==> config.mk <==
export PLATFORM = sky130hd
export DESIGN_NAME = control_unit
export DESIGN_NICKNAME = d
export VERILOG_FILES = /design/src/rtl/control_unit.sv
export SDC_FILE = /design/constraint.sdc
export NUM_CORES = 1
export LEC_CHECK = 0
export ABC_AREA = 1
export BUFFER_PORTS_ARGS = -buffer_cell sky130_fd_sc_hd__buf_4
export CAP_MARGIN = 5
export CORE_UTILIZATION = 35
export CTS_CLUSTER_DIAMETER = 80
export CTS_CLUSTER_SIZE = 28
export DETAILED_ROUTE_END_ITERATION = 10
export HOLD_SLACK_MARGIN = 0.1
export PLACE_DENSITY = 0.55
export SLEW_MARGIN = 20
export SYNTH_ARGS = -nofsm -noshare
export SYNTH_HDL_FRONTEND = slang
export SYNTH_SLANG_ARGS = --single-unit
==> constraint.sdc <==
create_clock -name clock -period 1.65 [get_ports clock]
set_input_delay 0.2475 -clock clock [delete_from_list [all_inputs] [get_ports clock]]
set_output_delay 0.2475 -clock clock [all_outputs]
set_load 0.05 [all_outputs]
==> src/rtl/control_unit.sv <==
// control_unit: multicycle fetch/decode/execute sequencer for the 8-bit
// accumulator CPU. It issues strobes to the PC, memory, IR, accumulator and ALU,
// and it bounds every memory wait with a timeout that halts the CPU with a
// sticky fault.
module control_unit #(
    parameter int unsigned MEM_TIMEOUT = 15
) (
    input  logic       clock,
    input  logic       reset,
    input  logic [3:0] opcode,
    input  logic [3:0] operand,
    input  logic       zero_flag,
    input  logic       carry_flag,
    input  logic       mem_ready,
    output logic [2:0] state,
    output logic       addr_sel,
    output logic       mem_read,
    output logic       mem_write,
    output logic       ir_load,
    output logic       pc_inc,
    output logic       pc_load,
    output logic       acc_load,
    output logic [1:0] acc_src,
    output logic [1:0] alu_op,
    output logic       halted,
    output logic       mem_error
);

    typedef enum logic [2:0] {
        S_IDLE    = 3'd0,
        S_FETCH   = 3'd1,
        S_LOAD_IR = 3'd2,
        S_DECODE  = 3'd3,
        S_MEM_RD  = 3'd4,
        S_EXEC    = 3'd5,
        S_MEM_WR  = 3'd6,
        S_HALT    = 3'd7
    } state_t;

    typedef enum logic [3:0] {
        OP_NOP = 4'h0,
        OP_LDA = 4'h1,
        OP_STA = 4'h2,
        OP_ADD = 4'h3,
        OP_SUB = 4'h4,
        OP_AND = 4'h5,
        OP_OR  = 4'h6,
        OP_LDI = 4'h7,
        OP_JMP = 4'h8,
        OP_JZ  = 4'h9,
        OP_JC  = 4'hA,
        OP_HLT = 4'hF
    } opcode_t;

    // Last counter value before the timeout fires; only meaningful when enabled.
    localparam logic [7:0] TMO_LAST = 8'(MEM_TIMEOUT - 1);

    state_t     cur;
    state_t     nxt;
    logic [7:0] wait_cnt;
    logic       timeout;
    logic       unused_operand;

    // operand is consumed by the datapath; the sequencer never looks at it.
    assign unused_operand = ^operand;

    assign state   = cur;
    assign timeout = !mem_ready && (MEM_TIMEOUT != 0) && (wait_cnt == TMO_LAST);

    // Conditional jumps resolve combinationally in DECODE from the live flags.
    assign pc_load = (cur == S_DECODE) &&
                     ((opcode == OP_JMP) ||
                      ((opcode == OP_JZ) && zero_flag) ||
                      ((opcode == OP_JC) && carry_flag));

    // Next-state selection; a ready cycle always wins over the timeout.
    always_comb begin
        nxt = cur;
        case (cur)
            S_IDLE:    nxt = S_FETCH;
            S_FETCH:   nxt = mem_ready ? S_LOAD_IR : (timeout ? S_HALT : S_FETCH);
            S_LOAD_IR: nxt = S_DECODE;
            S_DECODE: begin
                case (opcode)
                    OP_LDA, OP_ADD, OP_SUB, OP_AND, OP_OR: nxt = S_MEM_RD;
                    OP_LDI:  nxt = S_EXEC;
                    OP_STA:  nxt = S_MEM_WR;
                    OP_HLT:  nxt = S_HALT;
                    default: nxt = S_FETCH;
                endcase
            end
            S_MEM_RD:  nxt = mem_ready ? S_EXEC  : (timeout ? S_HALT : S_MEM_RD);
            S_EXEC:    nxt = S_FETCH;
            S_MEM_WR:  nxt = mem_ready ? S_FETCH : (timeout ? S_HALT : S_MEM_WR);
            S_HALT:    nxt = S_HALT;
            default:   nxt = S_IDLE;
        endcase
    end

    // State, wait counter, fault flag and Moore outputs; outputs are registered
    // from the next state so they line up exactly with the state they decode.
    always_ff @(posedge clock or negedge reset) begin
        if (!reset) begin
            cur       <= S_IDLE;
            wait_cnt  <= '0;
            mem_error <= 1'b0;
            addr_sel  <= 1'b0;
            mem_read  <= 1'b0;
            mem_write <= 1'b0;
            ir_load   <= 1'b0;
            pc_inc    <= 1'b0;
            acc_load  <= 1'b0;
            acc_src   <= 2'b00;
            alu_op    <= 2'b00;
            halted    <= 1'b0;
        end else begin
            cur <= nxt;

            if (nxt != cur)
                wait_cnt <= '0;
            else if ((cur == S_FETCH) || (cur == S_MEM_RD) || (cur == S_MEM_WR))
                wait_cnt <= wait_cnt + 8'd1;

            if (((cur == S_FETCH) || (cur == S_MEM_RD) || (cur == S_MEM_WR)) && timeout)
                mem_error <= 1'b1;

            addr_sel  <= (nxt == S_MEM_RD) || (nxt == S_MEM_WR);
            mem_read  <= (nxt == S_FETCH)  || (nxt == S_MEM_RD);
            mem_write <= (nxt == S_MEM_WR);
            ir_load   <= (nxt == S_LOAD_IR);
            pc_inc    <= (nxt == S_LOAD_IR);
            acc_load  <= (nxt == S_EXEC);
            halted    <= (nxt == S_HALT);

            acc_src <= 2'b00;
            alu_op  <= 2'b00;
            if (nxt == S_EXEC) begin
                case (opcode)
                    OP_LDA:  acc_src <= 2'b01;
                    OP_LDI:  acc_src <= 2'b10;
                    OP_SUB:  alu_op  <= 2'b01;
                    OP_AND:  alu_op  <= 2'b10;
                    OP_OR:   alu_op  <= 2'b11;
                    default: alu_op  <= 2'b00;
                endcase
            end
        end
    end

endmodule

# After elaboration in Yosys (flattened, before gate mapping)
# Memories as Yosys holds them, arrays and structs flattened.
# Index checks and enable logic that the tools add are counted.
# totals
rom_bits	48
in_bits	13
memories	1
wordCells	64
ff_bits	22
# mem_list
name	words	word_bits	read_ports	rd_clocked_by_memory_dff	write_ports	line_no	rtl
(name not given)	16	3	1	0	0	84	case (opcode)
# op_classes
eq_ne	23
n_addsub	1
reduce_logical	15
mux	13
# ops
operator	n
$eq 3x3->1 const B	8
$pmux 3 s7	1
$eq 4x3->1 const B	4
$mux 8	2
$eq 4x4->1 const B	3
$eq 3x2->1 const B	3
$mux 3	3
$add 8x1->8 const B	1
$eq 8x4->1 const B	1
$mux 2	4
$eq 3x1->1 const B	2
$logic_or 1x1->1	6
$pmux 2 s3	1
$logic_and 1x1->1	5
$eq 4x1->1 const B	1
$pmux 2 s2	1
$logic_not 3->1	1
$ne 3x3->1	1
$reduce_bool 2->1	1
$reduce_or 2->1	1
$logic_not 1->1	1
$mux 1	1

# Depth between registers and ports, before layout
# Gate-level depths: netlist of run 1.
# logic_depth
word_depth	7
mapped_depth	13
ltp_nobuf	12

# Worst setup path before layout of run 1
# OpenSTA, ideal clock, no wires.
# synth_timing
path_kind	register -> register
from	register cur[1], in the netlist state[1]
to	register wait_cnt[0]
t_arrival_ps	1742
path_buffers	1
synth_period_minus_slack_ps	1814
path_stages_with_launch	12
setup_time_ps	72
path_slack_ps	-164
path_cell_list	dfrtp_1 buf_4 nand2_1 nor2_2 nand3_1 nand2_1 nand2_2 nand2_1 nand2_1 nor2_2 nand2_2 nor2_1
# synth_via
elab_chain_cells	5
elab_cells_between_ends	15
cone_classes	8 x eq/ne; 2 x mux; 5 x reduce/logical
# synth_rtl
item	line_no	rtl
start: declaration	58	state_t cur;
start signal: assignment	117	cur <= nxt;
$eq 3x3->1 / $logic_not 3->1 (equally long branches)	79	case (cur)
$reduce_or 2->1 (no source line)	n/a	
$pmux 3 s7	79	
$ne 3x3->1	119	if (nxt != cur)
$mux 8 / $reduce_bool 2->1 (equally long branches)	n/a	
end signal: assignment	122	wait_cnt <= wait_cnt + 8'd1;
end: declaration	60	logic [7:0] wait_cnt;
# Several ways; a longest one is shown, not always the timed one.
# A chain may end at the register's enable or synchronous reset.

# Worst setup path in the final report of run 1
# layout_timing
from	register cur[1], in the netlist state[1]
to	register wait_cnt[6]
# Same word-level chain as after synthesis.

==> metrics, run 1 <==
Switch Pwr 1.58 mW; I/O pin count 29; f_max 0.608 GHz; final setup vio count 0; Arr. time, crit path 1900 ps; status completed; H-tree depth 1; DP HPWL 1.99 mm; area share of and/or/nand/nor cells after synthesis 34.3%; Synth top area share 45.6%; Initial Utilization 38.3%; Design Area, Final 1780 um2; Fin Hold WS 113 ps; fin util 56.3%; Power Internal 1.61 mW; Synth Warn # 0; Seq cells post-synth 22; # fillers 306; global route overflow 0; startpoint type of the worst setup path flop; XOR/XNOR Fraction of Synth Area 5.08%; Total GRT Usage 15.9%; final hold viol count 0; Worst Path Required 1900 ps; dominant cells by area after synthesis dfrtp_1 (46%), nand2_1 (11%), nor2_1 (9.3%), nand3_1 (7.0%), inv_1 (5.9%); clock share of power 12.8%; Worst Skew 1.48 ps; period utilization 99.6%; vias in the first global route 1057; Cells after Synth 160; Top delay family on crit path simple AND/OR/NAND/NOR gates; post-synthesis mux area share 0.829%; die area 3690 um2; Post-Layout Cell Count 249; Placeable Area 3150 um2; CP bufs+invs 2; CP max stage delay 450 ps; Die Ht 60.7 um; antenna diode count 0; syn avg cell area 7.55 um2; commonest non-fill, non-tap cell in the layout buf_4; Reg clk slew, reported paths 120 ps; Die Width 60.7 um; P_leak 0.912 nW; Comb pwr share 63.9%; clock tree buffer depth 2; WL/cell 11.2 um; Crit Path Max Fanout 8; Post-route DRC 0; most used cell, CP nand2_2; power per cell area 1800 nW/um2; Root Buffer clkbuf_4; clock latency at the later pin of the worst-skew pair 300 ps; DRT iter0 DRCs 41; worst min path class in2reg; first-pass GRT wire length 4.40 mm; area of the mapped netlist 1210 um2; CP cell instances buf_4 -> buf_4 -> nand3_2 -> nand2_1 -> nor2_1 -> nand3_2 -> nand2_2 -> nand2_2 -> nand2_2 -> nand2_8 -> nor2_4; Worst setup EP type flop; Port Buffers 24; Max-slew headroom 81.7%; share of cells above drive strength 1 42.4%; Pwr Total 3.19 mW; CTS Buf Count 3; unrepaired setup endpoints after global routing true; cell taking the most area after synthesis dfrtp_1; Netlist cell types 19; total wire length 2.78 mm; row count 20; sequential power share 23.3%; DRT antenna net count 0; sw frac 49.4%; Max Slew Vio Count 0; Peak VDD IR 1.08 mV; adder-cell share of the synthesized area 2.07%; min Tclk post-route 1640 ps; CTS tree built; most frequent cells in the layout buf_4 (40), nand2_1 (25), nor2_1 (19), dfrtp_1 (19), inv_1 (17); main combinational cell family by area after synthesis simple AND/OR/NAND/NOR gates; Area Overhead vs Synth 47.0%; Worst-Margin Slew 274 ps; CP Class reg2reg; Syn Nets 175; sequential-to-total area share from yosys stat 45.6%; antenna violations before repair 0; nets 221; Synth Area in Compound Gates 4.04%; GPL Wtd Cong 0.899; DP Area 1520 um2; # clock sinks 22; DP Cell Count 238; largest net degree at the start of global routing 23; DR vias 1166; slowest CP cell dfrtp_2; Pre-antenna DRT Iters 4; max_cap viols 0; routed vias/inst 4.68
==> worst paths after layout <==
kind                                        from  slack (ps)                       to  cells past startpoint
max reg2reg                   state[1]$_DFF_PN0_           6  wait_cnt[6]$_DFFE_PN0P_                     11
max in group asynchronous                  reset        1070       state[2]$_DFF_PN0_                      2
min reg2reg                mem_error$_DFFE_PN0P_         510    mem_error$_DFFE_PN0P_                      1
min in group asynchronous                  reset         350  wait_cnt[4]$_DFFE_PN0P_                      2
max                           state[1]$_DFF_PN0_           6  wait_cnt[6]$_DFFE_PN0P_                     11
min                                    opcode[0]         110      alu_op[0]$_DFF_PN0_                      2
==> synth_stat cells <==
| library cell | number |
|---|---|
| nor3_1 | 4 |
| a21oi_1 | 2 |
| nand2_2 | 4 |
| inv_1 | 19 |
| ha_1 | 2 |
| inv_2 | 3 |
| o21ai_2 | 1 |
| a31oi_1 | 1 |
| nand2_1 | 34 |
| buf_4 | 2 |
| nor2_1 | 30 |
| nand3_1 | 17 |
| a31o_2 | 1 |
| mux2i_1 | 1 |
| nand4_1 | 5 |
| o21ai_0 | 3 |
| xor2_1 | 7 |
| dfrtp_1 | 22 |
| nor2_2 | 2 |
==> per-stage QoR <==
stage	setup TNS (ps)	setup WS, ps
3_5_place_dp	-437	-52.4
5_1_grt	-651	-85.9
4_1_cts	0	7.82
6_report	0	6.01
2_1_floorplan	0	7.31
3_3_place_gp	-282	-34.3
==> layer usage <==
layer / routed length (um) / vias up / global-route usage (%)
met5: 0 / - / 0
met4: 27 / 0 / 1.95
met3: 99 / 3 / 4.05
met2: 1350 / 25 / 27.3
met1: 1300 / 542 / 20.8
li1: - / 596 / -
==> registers in the layout, indices dropped and copies added (netlist names) <==
signal / flops
state: 3
wait_cnt: 8
mem_write: 1
acc_src: 2
mem_error: 1
pc_inc: 1
mem_read: 1
acc_load: 1
alu_op: 2
addr_sel: 1
halted: 1
==> area by class of cell <==
| class | count | area, um2 | area share [%] |
|---|---|---|---|
| sequential | 22 | 554 | 31.2 |
| timing repair buffer | 43 | 333 | 18.7 |
| clock buffer | 3 | 22.5 | 1.27 |
| multi-input combinational | 114 | 698 | 39.3 |
| inverter | 22 | 82.6 | 4.65 |
| clock inverter | 1 | 30.0 | 1.69 |
| tap | 44 | 55.1 | 3.10 |
==> worst register-to-register path, delay by kind of cell (launching register included) <==
family        cells  cell delay, ps
simple gates      9             840
flops             1             450
buf+inv           2             290
==> power groups by stage <==
stage | Sequential [mW] | Combinational, mW | Clock, mW
global placement | 0.763 | 1.57 | 0
detailed placement | 0.768 | 1.58 | 0
CTS | 0.731 | 1.71 | 0.418
finish | 0.744 | 2.04 | 0.408
floorplan | 1.06 | 0.797 | 0
global route | 0.756 | 2.21 | 0.444
==> logic make-up after synthesis <==
family | Yosys count
AND/OR/NAND/NOR | 96
buffers and inverters | 24
flip-flops | 22
AO/OA/AOI/OAI | 8
XOR/XNOR | 7
adder cells (fa/ha/maj) | 2
multiplexers | 1
==> repair_timing <==
action	in CTS	in global routing
hold buffers	1	0
pin swaps	2	12
hold endpoints to repair	22	0
resized for setup	4	38
buffers inserted	5	1
setup endpoints to repair	12	16
Power figures use the tool's default switching activity.
==> run 2, diff against run 1 <==
--- a/config.mk
+++ b/config.mk
@@ -13,7 +13,7 @@
 export CTS_CLUSTER_SIZE = 28
 export DETAILED_ROUTE_END_ITERATION = 10
 export HOLD_SLACK_MARGIN = 0.1
-export PLACE_DENSITY = 0.55
+export PLACE_DENSITY_LB_ADDON = 0.25
 export SLEW_MARGIN = 20
 export SYNTH_ARGS = -nofsm -noshare
 export SYNTH_HDL_FRONTEND = slang
==> metrics, run 2 (same netlist as run 1, synthesis figures left out) <==
status completed; Area Overhead vs Synth 48.3%; routed vias/inst 4.76 (+1.7%); Pwr Total 3.16 mW (-0.92%); Arr. time, crit path 1860 ps (-40 ps); largest net degree at the start of global routing 23 (unchanged); Comb pwr share 63.6% (-0.3 points); Peak VDD IR 0.977 mV (-9.5%); CP max stage delay 460 ps (about the same); slowest CP cell dfrtp_2; I/O pin count 29 (unchanged); first-pass GRT wire length 4.75 mm (+7.8%); Worst path depth 12 (+1); vias in the first global route 1126 (+6.5%); Post-route DRC 0 (unchanged); met2 usage 31.6% (+4.2 points); P_leak 0.924 nW (+1.3%); share of cells above drive strength 1 42.7% (+0.28 points); Top delay family on crit path simple AND/OR/NAND/NOR gates; Power Internal 1.61 mW (-0.12%); Switch Pwr 1.55 mW (-1.7%); startpoint type of the worst setup path flop; Reg clk slew, reported paths 120 ps (about the same); die area 3690 um2 (unchanged); fin util 56.8% (+0.48 points); worst hold stages 3 (+1); Die Ht 60.7 um (unchanged); Initial Utilization 38.3% (unchanged); unrepaired setup endpoints after global routing true; commonest non-fill, non-tap cell in the layout buf_4; Crit Path Max Fanout 8 (unchanged); f_max 0.618 GHz (+1.7%); Root Buffer clkbuf_4; global route overflow 0 (unchanged); CTS tree built; clock latency at the later pin of the worst-skew pair 300 ps (about the same); grt peak-use layer met2; Pre-antenna DRT Iters 5 (+1); GPL Wtd Cong 0.874 (-2.8%); Worst-Margin Slew 287 ps (+12.5 ps); CP Class reg2reg; Max-slew headroom 80.8% (-0.91 points); max_cap viols 0 (unchanged); WL/cell 11.7 um (+5.2%); Max Slew Vio Count 0 (unchanged); DP HPWL 2.06 mm (+3.7%); min Tclk post-route 1620 ps (-26.9 ps); CTS Buf Count 3 (unchanged); Total GRT Usage 17.2% (+1.4 points); CP cell instances buf_4 -> nand2_1 -> inv_1 -> nand2_2 -> nand2_1 -> nor2_1 -> nand3_2 -> nand2_2 -> nand2_2 -> nand2_2 -> nand2_4 -> nor2_1; worst min path class in2reg; row count 20 (unchanged); DRT iter0 DRCs 25 (-39%); Worst Reg-to-Reg Cells 12 (+1); period utilization 98.0% (-1.6 points); sw frac 49.0% (-0.41 points); H-tree depth 1 (unchanged); antenna violations before repair 0 (unchanged); largest register by flop count wait_cnt; max reg flops 8 (unchanged); CP bufs+invs 2 (unchanged); Worst Path Required 1890 ps (about the same); antenna diode count 0 (unchanged); power per cell area 1770 nW/um2 (-1.8%); GR Util met1 20.5% (-0.38 points); total wire length 2.93 mm (+5.7%); nets 222 (+0.45%); Die Width 60.7 um (unchanged); grt met3 use 4.48% (+0.43 points); final setup vio count 0 (unchanged); Worst Skew 6.49 ps (+5.01 ps); clock tree buffer depth 2 (unchanged); sequential power share 23.7% (+0.4 points); final hold viol count 0 (unchanged); clock share of power 12.7% (about the same); Placeable Area 3150 um2 (unchanged); most used cell, CP nand2_2; DR vias 1190 (+2.1%); Worst setup EP type flop; DRT antenna net count 0 (unchanged); # clock sinks 22 (unchanged); Port Buffers 24 (unchanged); most frequent cells in the layout buf_4 (40), nand2_1 (24), nor2_1 (19), dfrtp_1 (19), inv_1 (18)
run 2: changes by cell type in the layout (fill, tap and decap cells not counted), sizes merged:
cell	previous run	this run
dlygate4sd3	1	2
run 2: metal layers:
layer	wire, um	vias to the layer above
met3	117	6
li1	-	597
met4	42	0
met2	1560	28
met1	1220	559
met5	0	-
run 2: per-stage QoR:
stage | instance area (um2) | setup WS [ps] | hold WS [ps] | std cells | TNS, ps
final | 1790 | 32.9 | 231 | 250 | 0
after global routing | 1790 | -97.6 | 225 | 250 | -780
after CTS | 1620 | 7.56 | 113 | 244 | 0
after detailed placement | 1510 | -90.6 | 150 | 237 | -842
after global placement | 1510 | -42.2 | 146 | 237 | -335
after floorplan | 1210 | 7.31 | -48.1 | 160 | 0
run 2: layout make-up:
type	count	area (um2)
repair buffers	44	343
well taps	44	55.1
clock buffers	3	22.5
flip-flops and latches	22	554
clock inverters	1	30.0
fillers	319	1360
inverters	22	82.6
multi-input cells	114	703
run 2: power by group through the flow:
| stage | registers, mW | clock network (mW) | logic (mW) |
|---|---|---|---|
| 6_report | 0.748 | 0.402 | 2.01 |
| 2_1_floorplan | 1.06 | 0 | 0.797 |
| 5_1_grt | 0.759 | 0.439 | 2.17 |
| 3_3_place_gp | 0.758 | 0 | 1.58 |
| 3_5_place_dp | 0.762 | 0 | 1.60 |
| 4_1_cts | 0.749 | 0.414 | 1.68 |
run 2: worst min-delay path, delay by kind of cell:
kind	cells	cell delay, ps
simple gates	2	140
buf+inv	1	130
run 2: repair_timing:
item	in CTS	in global routing
hold buffers	1	1
hold endpoints to repair	22	1
resized for setup	6	36
setup endpoints to repair	14	16
pin swaps	4	12
cloned	0	0
buffers inserted	2	5
run 2: worst paths after layout:
check                                 startpoint  slack (ps)                 endpoint
min in group asynchronous                  reset         350      mem_write$_DFF_PN0_
min reg2reg                mem_error$_DFFE_PN0P_         490    mem_error$_DFFE_PN0P_
max in group asynchronous                  reset        1070       state[0]$_DFF_PN0_
max                           state[1]$_DFF_PN0_          30  wait_cnt[5]$_DFFE_PN0P_
max reg2reg                   state[1]$_DFF_PN0_          30  wait_cnt[5]$_DFFE_PN0P_
min                                    opcode[0]         230     acc_src[1]$_DFF_PN0_
==> run 3, diff against run 2 <==
--- a/config.mk
+++ b/config.mk
@@ -14,7 +14,6 @@
 export DETAILED_ROUTE_END_ITERATION = 10
 export HOLD_SLACK_MARGIN = 0.1
 export PLACE_DENSITY_LB_ADDON = 0.25
-export SLEW_MARGIN = 20
 export SYNTH_ARGS = -nofsm -noshare
 export SYNTH_HDL_FRONTEND = slang
 export SYNTH_SLANG_ARGS = --single-unit
==> constraint.sdc (replaced) <==
create_clock -name clock -period 2.1 [get_ports clock]
set_input_delay 0.315 -clock clock [delete_from_list [all_inputs] [get_ports clock]]
set_output_delay 0.315 -clock clock [all_outputs]
set_load 0.05 [all_outputs]
==> metrics, run 3 (same netlist as run 1, synthesis figures left out) <==
status completed; WL/cell 10.4 um (-11%); Worst setup EP type output port; commonest non-fill, non-tap cell in the layout nand2_1; DP HPWL 1.92 mm (-6.9%); Crit Path Max Fanout 9 (+1); I/O pin count 29 (unchanged); worst min path class in2reg; Die Width 60.7 um (unchanged); Initial Utilization 38.3% (unchanged); Fin Setup TNS 0 ps (unchanged); Max Slew Vio Count 0 (unchanged); die area 3690 um2 (unchanged); DRT antenna net count 0 (unchanged); vias in the first global route 1008 (-10%); CTS tree built; CTS Buf Count 3 (unchanged); Max-slew headroom 70.1% (-11 points); Total GRT Usage 15.3% (-2.0 points); max_cap viols 0 (unchanged); # clock sinks 22 (unchanged); f_max 0.538 GHz; largest register by flop count wait_cnt; Die Ht 60.7 um (unchanged); min Tclk post-route 1860 ps; power per cell area 1360 nW/um2 (-23%); clock latency at the later pin of the worst-skew pair 300 ps (about the same); unrepaired setup endpoints after global routing false; Peak VDD IR 0.492 mV (-50%); Design Area, Final 1490 um2 (-17%); Placeable Area 3150 um2 (unchanged); hold_sp opcode[0]; first-pass GRT wire length 4.17 mm (-12%); CP Class reg2out; Crit. Startpoint state[1]$_DFF_PN0_; P_leak 0.807 nW (-13%); global route overflow 0 (unchanged); most frequent cells in the layout nand2_1 (34), nor2_1 (30), buf_4 (24), dfrtp_1 (22), inv_1 (19); Pre-antenna DRT Iters 4 (-1); multi-input logic area 559 um2 (-20%); # fillers 332 (+4.1%); final setup vio count 0 (unchanged); sequential cell area 551 um2 (-0.68%); final hold viol count 0 (unchanged); period utilization 88.6%; Worst Skew 6.37 ps (-0.120 ps); largest net degree at the start of global routing 23 (unchanged); # Post-CTS Setup Buffers 0 (-2); Root Buffer clkbuf_4; nets 203 (-8.6%); max reg flops 8 (unchanged); Reg clk slew, reported paths 120 ps (about the same); clock tree buffer depth 2 (unchanged); Post-route DRC 0 (unchanged); routed vias/inst 4.64 (-2.6%); DP Area 1430 um2 (-5.7%); startpoint type of the worst setup path flop; Arr. time, crit path 1540 ps (-320 ps); antenna diode count 0 (unchanged); GPL Wtd Cong 0.850 (-2.8%); Area Overhead vs Synth 23.4%; DR vias 1071 (-10%); share of cells above drive strength 1 20.9% (-22 points); row count 20 (unchanged); antenna violations before repair 0 (unchanged); Worst Path Required 1780 ps (-110 ps); DRT iter0 DRCs 28 (+12%); Port Buffers 24 (unchanged); H-tree depth 1 (unchanged); Worst-Margin Slew 448 ps (+162 ps); total wire length 2.41 mm (-18%); Reg-to-Reg Start wait_cnt[0]$_DFFE_PN0P_
## run 3: critical path, stage by stage, from the launching register on
cell and delay [ps]:
dfrtp_1 550, nand2_1 130, nor2_2 180, nand4_1 120, inv_1 70, buf_4 190
## run 3: through the flow
| stage | setup WS [ps] | utilization (%) | hold slack (ps) | std cells | total power, mW |
|---|---|---|---|---|---|
| finish | 240 | 47.3 | 185 | 231 | 2.03 |
| global route | 40.8 | 47.3 | 160 | 231 | 2.21 |
| CTS | 221 | 47.3 | 167 | 231 | 2.05 |
| detailed placement | 311 | 45.3 | 215 | 226 | 1.73 |
| global placement | 332 | 45.3 | 213 | 226 | 1.72 |
| floorplan | 263 | - | 19.4 | 160 | 1.45 |
## run 3: cell type report
class | instances | share of cell area (%)
multi-input cells | 114 | 37.5
clock inverters | 1 | 2.02
repair buffers | 25 | 12.8
inverters | 22 | 5.54
well taps | 44 | 3.69
clock buffers | 3 | 1.51
flip-flops and latches | 22 | 36.9
## run 3: worst paths after layout
path / end / slack, ps / cells after the start
max: pc_load / 240 / 5
min: alu_op[0]$_DFF_PN0_ / 190 / 2
max reg2reg: wait_cnt[6]$_DFFE_PN0P_ / 290 / 12
min reg2reg: mem_error$_DFFE_PN0P_ / 490 / 1
max in group asynchronous: wait_cnt[5]$_DFFE_PN0P_ / 1460 / 2
min in group asynchronous: wait_cnt[0]$_DFFE_PN0P_ / 420 / 2
## run 3: layer usage
metal / part of all wire [%] / vias up / global-route usage, %
li1: - / 557 / -
met1: 46 / 487 / 18.0
met2: 49 / 25 / 27.5
met3: 4.7 / 2 / 4.48
met4: 0.37 / 0 / 3.25
met5: 0 / - / 0
## run 3: power breakdown
group	switching, mW	total [mW]	internal, mW
logic	0.795	1.12	0.320
clock network	0.122	0.314	0.193
registers	0.0862	0.595	0.509
## run 3: repair_timing
action                                 in CTS  in global routing
resized for setup                           0                  0
endpoints found under the hold margin      22                  0
hold buffers                                1                  0
